**src/rtl/thermo_encoder_pipe.sv**
```systemverilog
// Pipelined thermometer-to-binary encoder for the TDC fine-time path, with bubble/overflow
// flags and a saturating bubble counter. Define THERMO_BUBBLE_FILTER_EN to enable the 3-tap majority filter.

// Per-segment transition search: leading-ones count and "one after the first zero" flag.
module thermo_seg (
    input  logic [7:0] seg,
    output logic       all_ones,
    output logic [3:0] lead,
    output logic       bub
);
    logic zero_seen;

    assign all_ones = &seg;

    always_comb begin
        lead      = '0;
        bub       = 1'b0;
        zero_seen = 1'b0;
        for (int i = 0; i < 8; i++) begin
            if (!zero_seen) begin
                if (seg[i]) lead = lead + 4'd1;
                else        zero_seen = 1'b1;
            end else if (seg[i]) begin
                bub = 1'b1;
            end
        end
    end
endmodule

module thermo_encoder_pipe #(
    parameter int THERMO_W = 63,
    parameter int BIN_W    = 6,
    parameter int ERRCNT_W = 16
) (
    input  logic                clk,
    input  logic                rst,
    input  logic                in_valid,
    input  logic [THERMO_W-1:0] thermo,
    input  logic                cnt_clr,
    output logic                out_valid,
    output logic [BIN_W-1:0]    bin,
    output logic                bubble_err,
    output logic                ovf,
    output logic [ERRCNT_W-1:0] err_cnt
);
    localparam int NSEG   = (THERMO_W + 7) / 8;
    localparam int PAD_W  = NSEG * 8;
    localparam int STAGES = 3;

    if (THERMO_W < 3) begin : g_chk_w
        $error("thermo_encoder_pipe: THERMO_W must be >= 3");
    end
    if ((2 ** BIN_W) <= THERMO_W) begin : g_chk_bin
        $error("thermo_encoder_pipe: 2**BIN_W must exceed THERMO_W");
    end

    // vld_pipe[0]: t1, [1]: segment regs, [2]: merge regs, [3]: output regs
    logic [STAGES:0] vld_pipe;

    always_ff @(posedge clk) begin
        if (rst) vld_pipe <= '0;
        else     vld_pipe <= {vld_pipe[STAGES-1:0], in_valid};
    end

    // S1: input register and optional bubble filter
    logic [THERMO_W-1:0] t1;
    logic [THERMO_W-1:0] f;
    logic [PAD_W-1:0]    fpad;

    always_ff @(posedge clk) begin
        if (in_valid) t1 <= thermo;
    end

`ifdef THERMO_BUBBLE_FILTER_EN
    // Virtual taps: a 1 below bit 0 and a 0 above the top tap.
    logic [THERMO_W+1:0] ext;
    assign ext = {1'b0, t1, 1'b1};
    for (genvar i = 0; i < THERMO_W; i++) begin : g_filt
        assign f[i] = (ext[i] & ext[i+1]) | (ext[i] & ext[i+2]) | (ext[i+1] & ext[i+2]);
    end
`else
    assign f = t1;
`endif

    assign fpad = PAD_W'(f);

    // S2: per-segment search, registered
    logic [NSEG-1:0]      seg_all_c, seg_bub_c;
    logic [NSEG-1:0][3:0] seg_lead_c;
    logic [NSEG-1:0]      seg_all, seg_bub;
    logic [NSEG-1:0][3:0] seg_lead;

    for (genvar s = 0; s < NSEG; s++) begin : g_seg
        thermo_seg u_seg (
            .seg      (fpad[s*8 +: 8]),
            .all_ones (seg_all_c[s]),
            .lead     (seg_lead_c[s]),
            .bub      (seg_bub_c[s])
        );
    end

    always_ff @(posedge clk) begin
        if (vld_pipe[0]) begin
            seg_all  <= seg_all_c;
            seg_lead <= seg_lead_c;
            seg_bub  <= seg_bub_c;
        end
    end

    // S3: merge. Segments add up until the first one that is not all ones;
    // any set bit in a later segment is a bubble.
    logic [BIN_W-1:0] m_bin_c;
    logic             m_bub_c;
    logic             m_ovf_c;
    logic             found;

    always_comb begin
        m_bin_c = '0;
        m_bub_c = 1'b0;
        found   = 1'b0;
        for (int k = 0; k < NSEG; k++) begin
            if (!found) begin
                m_bin_c = m_bin_c + BIN_W'(seg_lead[k]);
                if (!seg_all[k]) begin
                    found   = 1'b1;
                    m_bub_c = seg_bub[k];
                end
            end else if (seg_lead[k] != 4'd0 || seg_bub[k]) begin
                m_bub_c = 1'b1;
            end
        end
        m_ovf_c = (m_bin_c == BIN_W'(THERMO_W));
    end

    logic [BIN_W-1:0] m_bin;
    logic             m_bub;
    logic             m_ovf;

    always_ff @(posedge clk) begin
        if (vld_pipe[1]) begin
            m_bin <= m_bin_c;
            m_bub <= m_bub_c;
            m_ovf <= m_ovf_c;
        end
    end

    // Output registers hold their value between valid samples.
    always_ff @(posedge clk) begin
        if (rst) begin
            bin        <= '0;
            bubble_err <= 1'b0;
            ovf        <= 1'b0;
        end else if (vld_pipe[2]) begin
            bin        <= m_bin;
            bubble_err <= m_bub;
            ovf        <= m_ovf;
        end
    end

    assign out_valid = vld_pipe[STAGES];

    always_ff @(posedge clk) begin
        if (rst)
            err_cnt <= '0;
        else if (cnt_clr)
            err_cnt <= '0;
        else if (out_valid && bubble_err && err_cnt != {ERRCNT_W{1'b1}})
            err_cnt <= err_cnt + ERRCNT_W'(1);
    end
endmodule
```
**config.mk**
```make
export PLATFORM = sky130hd
export DESIGN_NAME = thermo_encoder_pipe
export DESIGN_NICKNAME = d
export VERILOG_FILES = /design/src/rtl/thermo_encoder_pipe.sv
export SDC_FILE = /design/constraint.sdc
export NUM_CORES = 1
export LEC_CHECK = 0
export ABC_AREA = 1
export BUFFER_PORTS_ARGS = -buffer_cell sky130_fd_sc_hd__buf_2
export CORE_MARGIN = 8
export CORE_UTILIZATION = 30
export CTS_BUF_LIST = sky130_fd_sc_hd__clkbuf_2 sky130_fd_sc_hd__clkbuf_4 sky130_fd_sc_hd__clkbuf_8
export DETAILED_ROUTE_END_ITERATION = 10
export GPL_ROUTABILITY_DRIVEN = 0
export GPL_TIMING_DRIVEN = 1
export PLACE_DENSITY = 0.43
export SLEW_MARGIN = 20
export SYNTH_ARGS = -nofsm -noshare
export SYNTH_HDL_FRONTEND = slang
export SYNTH_SLANG_ARGS = --single-unit
```
**constraint.sdc**
```tcl
create_clock -name clk -period 9.9 [get_ports clk]
set_clock_uncertainty 0.15 [all_clocks]
set_input_delay 0.495 -clock clk [delete_from_list [all_inputs] [get_ports clk]]
set_output_delay 0.495 -clock clk [all_outputs]
set_load 0.05 [all_outputs]
```
# After elaboration in Yosys (flattened, before gate mapping)
# Index checks and enable logic that the tools add are counted.
# word_totals
word_cells	479
register_bits	146
out_inout_bits	25
# classes
eq_ne	2
mux	371
n_addsub	63
reduce_logical	24
# op_table
cell	count
4-bit two-way mux	110
1-bit two-way mux	254
4-bit by 1-bit adder with 4-bit output, second input constant	55
8-bit AND reduction	7
6-bit by 4-bit adder with 6-bit output	6
6-bit two-way mux	6
4-bit nonzero test	7
16-bit by 1-bit adder with 16-bit output, second input constant	1
16-bit != test, second input constant	1
1-bit logical OR	7
6-bit equality test, second input constant	1
4-bit by 4-bit adder with 5-bit output	1
5-bit two-way mux	1
1-bit logical AND	2
2-bit OR reduction	1

# Depth between registers and ports, before layout
# logic_depth
word_depth	22
ltp_mapped	44
mapped_depth_nobuf	44

# By module
# From an unflattened synthesis, not the netlist that was laid out.
# hier_totals
hier_cells	1156
area_unflattened_um2	9905.8
# modules_own_cells
mod	instances	cells_each	area_each_um2
thermo_encoder_pipe	1	598	6602.6
thermo_seg at g_seg[0].u_seg ...	6	70	419.2
thermo_seg at g_seg[5].u_seg ...	2	69	394.1

# Least setup slack after synthesis
# Ideal clock, no wire load.
# synth_path
kind	reg-to-reg
start	register seg_lead[0] (netlist bit)
end	register m_ovf (data pin)
arrival_ns	6.117
n_path_buf	0
path_slack_ns	3.373
path_stages_with_launch	32
required_ns	9.490
path_cell_list	edfxtp_1 ha_1 fa_1 o21ai_0 fa_1 nand2_1 nand2_1 fa_1 or2_1 nand2_1 fa_1 or2_2 nand2_1 fa_1 or2_1 nand2_1 inv_1 fa_1 xor2_1 nand2_1 and2_1 ha_1 a21oi_1 nand2_1 nand2_1 a21oi_1 nand3_1 clkinv_1 nand2_1 nand2_1 nand2_1 nor2_1
# synth_via
elab_chain_cells	15
# synth_rtl
element	line	source
from (decl)	91	logic [NSEG-1:0][3:0] seg_lead;
from (signal assigned)	105	seg_lead <= seg_lead_c;
4-bit by 4-bit adder with 5-bit output	123	m_bin_c = m_bin_c + BIN_W'(seg_lead[k]);
5-bit two-way mux (*)	122	if (!found) begin
6-bit by 4-bit adder with 6-bit output	123	
6-bit two-way mux (*)	122	
6-bit by 4-bit adder with 6-bit output	123	
6-bit two-way mux (*)	122	
6-bit by 4-bit adder with 6-bit output	123	
6-bit two-way mux (*)	122	
6-bit by 4-bit adder with 6-bit output	123	
6-bit two-way mux (*)	122	
6-bit by 4-bit adder with 6-bit output	123	
6-bit two-way mux (*)	122	
6-bit by 4-bit adder with 6-bit output	123	
6-bit two-way mux (*)	122	
net m_bin_c[5]	112	logic [BIN_W-1:0] m_bin_c;
6-bit equality test (*)	132	m_ovf_c = (m_bin_c == BIN_W'(THERMO_W));
net m_ovf_c	114	logic m_ovf_c;
to (signal assigned)	143	m_ovf <= m_ovf_c;
to (decl)	137	logic m_ovf;
# Mark *: on every way through the listed nets, which the timed path passes. The rest lies on a longest branch.
# A chain may end at the register's enable or synchronous reset.

# Worst setup path after layout
# Ends and elaborated chain as after synthesis.

==> run_results.csv <==
group,metric,value,unit
outcome,status,"completed",
grt,use_met2,17.8,%
hold_path,hold_path_depth,1,
grt,grt.overflow.total,0,
worst_setup_path,crit_fanout,4,
job,drv_cap,0,
grt,antenna_found_initial,0,
clock_tree,cts_sinks,146,
worst_setup_path,endpoint_kind,"flip-flop",
worst_setup_path,arrival,6.96,ns
place,post-place-ws,2.96,ns
synthesis,ys_top_cells_by_count,"nand2_1 (247), inv_1 (187), nor2_1 (125)",
synthesis,async_reset_ff_share,0,%
sta,fin_crit_sh,69.6,%
worst_setup_path,cp_slowest_cell,"fa_1",
synthesis,ys.flop_type,"edfxtp_1",
floorplanning,core_area,32300,um2
synthesis,syn_avg_cell_area,8.15,um2
grt,use_met1,14.4,%
floorplanning,die_w,196,um
worst_setup_path,critPathMostFrequentCell,"nand2_1",
sta,finalSetupViolCount,0,
worst_setup_path,cp-start-kind,"flip-flop",
clock_tree,cts_buffer_depth,2,
routing,drc_errors,0,
synthesis,syn_area,9740,um2
routing,drtPass1Iterations,4,
routing,wl,20400,um
synthesis,synth_top_area_share,36.4,%
sta,slew_headroom,39.9,%
grt,grt_pass1_vias,7787,
floorplanning,initial_utilization,30.2,%
clock_tree,hold_buffers,24,
cells_and_area,num_antenna_cells,0,
grt,grt_usage,11.1,%
sta,max_freq,145,MHz
clock_tree,clkTransAtPathRegs,0.08,ns
sta,period_needed,6.89,ns
sta,worst_pin_slew,0.901,ns
sta,setup_slack,3.01,ns
routing,num_vias,7769,
clock_tree,clock_latency,0.47,ns
clock_tree,clockRootBuffer,"clkbuf_8",
floorplanning,die_h,196,um
grt,top_usage_layer,"met2",
routing,detail_route.wl_per_cell,11.4,um
synthesis,syn_inst,1196,
place,place_hpwl,15800,um
synthesis,ys_ff_latch,146,
synthesis,yosysSeqAreaShare,42.1,%
worst_setup_path,r2r_slack,3.01,ns
cells_and_area,fin_nets,1487,
sta,drv_slew,0,
cells_and_area,syn2layout_area_growth,17.6,%
power_and_ir_drop,ir_drop,0.0863,mV
clock_tree,cts_tree,"yes",
sta,finalHoldViolCount,0,
hold_path,worstHoldStart,"thermo[16]",
power_and_ir_drop,p_per_area,148,nW/um2
routing,drt-vias-per-instance,4.34,
grt,grt_max_degree,65,
clock_tree,h-tree-depth,4,
clock_tree,post-cts-setup-buffers,0,
grt,grt_pass1_wl,35500,um
cells_and_area,nFillCells,3399,
synthesis,yosys.area.top_type,"edfxtp_1",
sta,setup-tns-final,0,ns
worst_setup_path,rr_endpoint,"m_ovf",
place,port_buffers,91,
hold_path,min_to,"f[16]",
floorplanning,rows,66,
grt,met3_usage,2.62,%
floorplanning,dieArea,38500,um2
synthesis,synth_area_leaders,"edfxtp_1 (36%), ha_1 (9.8%), nand2_1 (9.5%)",
worst_setup_path,required,9.97,ns
power_and_ir_drop,leakage,0.00524,uW
sta,hold_ws,0.0533,ns
hold_path,hold_path_class,"in2reg",
routing,ant_nets,0,
synthesis,ys_types,47,
worst_setup_path,crit_type,"reg2reg",
clock_tree,cts_buffers,17,
synthesis,yosysWarnings,0,
worst_setup_path,r2r_cells,31,
floorplanning,ios,92,
cells_and_area,drive_gt1_share,13.5,%
synthesis,synth_edf_count,118,
sta,rsz0062_at_grt,"false",
clock_tree,ctsResizeCount,0,
synthesis,synth_most_common_cell,"nand2_1",
synthesis,syn_nets,1346,
worst_setup_path,critPathMaxStageDelay,0.48,ns
routing,drtIter0Drc,373,
worst_setup_path,reg2reg_from,"seg_lead[0]",
-- power breakdown --
part	total, uW	leakage [uW]	switching, uW	internal [uW]
Sequential	740	0.00133	28.8	711
Clock	487	0.000197	237	250
Combinational	470	0.00371	280	190
Total	1700	0.00524	546	1150
-- critical path, delay by kind of cell (launching register included) --
kind / cells / cell delay (ns)
compound gates: 3 / 0.66
xor+xnor: 1 / 0.14
fa+ha+maj: 8 / 3.17
simple gates: 17 / 2.03
buf+inv: 2 / 0.12
flops: 1 / 0.39
-- worst max-delay path by stage --
| stage | cells past startpoint | end | slack, ns | startpoint |
|---|---|---|---|---|
| final | 31 | m_ovf | 3.01 | seg_lead[0] |
| after global routing | 31 | m_ovf | 2.32 | seg_lead[0] |
| after CTS | 31 | m_ovf | 2.95 | seg_lead[0] |
| after detailed placement | 31 | m_ovf | 2.96 | seg_lead[0] |
| after global placement | 31 | m_ovf | 3.03 | seg_lead[0] |
| after floorplan | 31 | m_ovf | 3.37 | seg_lead[0] |
-- kinds of logic after synthesis --
kind of cell | Yosys count | share of synthesized area, %
XOR/XNOR | 43 | 3.87
multiplexers | 8 | 0.925
adder cells (fa/ha/maj) | 83 | 11.2
AND/OR/NAND/NOR | 539 | 24.3
buffers and inverters | 212 | 8.21
AO/OA/AOI/OAI | 165 | 9.38
flip-flops | 146 | 42.1
-- stage by stage --
step	total power [uW]	cells	utilization, %	area (um2)
2_1_floorplan	1110	1196	-	9740
3_3_place_gp	1220	1730	33.3	10800
3_5_place_dp	1220	1730	33.3	10800
4_1_cts	1730	1785	35.3	11400
5_1_grt	1850	1791	35.5	11500
6_report	1700	1791	35.5	11500
-- flip-flops by register name, indices dropped and copies added, names as in the netlist --
| signal | count |
|---|---|
| bin | 6 |
| bubble_err | 1 |
| err_cnt | 16 |
| f | 63 |
| m_bin | 6 |
| m_bub | 1 |
| m_ovf | 1 |
| ovf | 1 |
| seg_all | 7 |
| seg_bub | 8 |
| seg_lead | 32 |
| vld_pipe | 4 |
-- layout make-up --
cell class | count | area, um2 | share of cell area (%)
Multi-Input combinational cell | 838 | 4840 | 42.2
Timing Repair Buffer | 123 | 771 | 6.73
Tap cell | 442 | 553 | 4.83
Clock inverter | 12 | 141 | 1.23
Inverter | 211 | 795 | 6.94
Clock buffer | 19 | 249 | 2.17
Sequential cell | 146 | 4110 | 35.8
-- cell usage in the layout, fill, tap and decap left out, types with 9 or more instances in the layout --
cell type      netlist  layout
a21oi_1             63      63
edfxtp_1           118     118
inv_1              187     187
or2_2                9       9
nor2_1             125     125
nand3_1             87      87
nand2_1            247     247
dfxtp_1             28      27
inv_2               18      18
xor2_1              28      28
dlygate4sd3_1        0      30
nand4_1             16      16
ha_1                76      76
buf_2                1      91
xnor2_1             15      15
clkbuf_8             0      17
nor3_1              16      16
o21ai_0             64      64
-- layer usage --
| metal | routed length (um) | up-vias | part of all wire (%) |
|---|---|---|---|
| met1 | 10400 | 3413 | 51 |
| met2 | 9070 | 85 | 44 |
| li1 | - | 4256 | - |
| met5 | 0 | - | 0 |
| met4 | 311 | 0 | 1.5 |
| met3 | 641 | 15 | 3.1 |
Power figures use the tool's default switching activity.
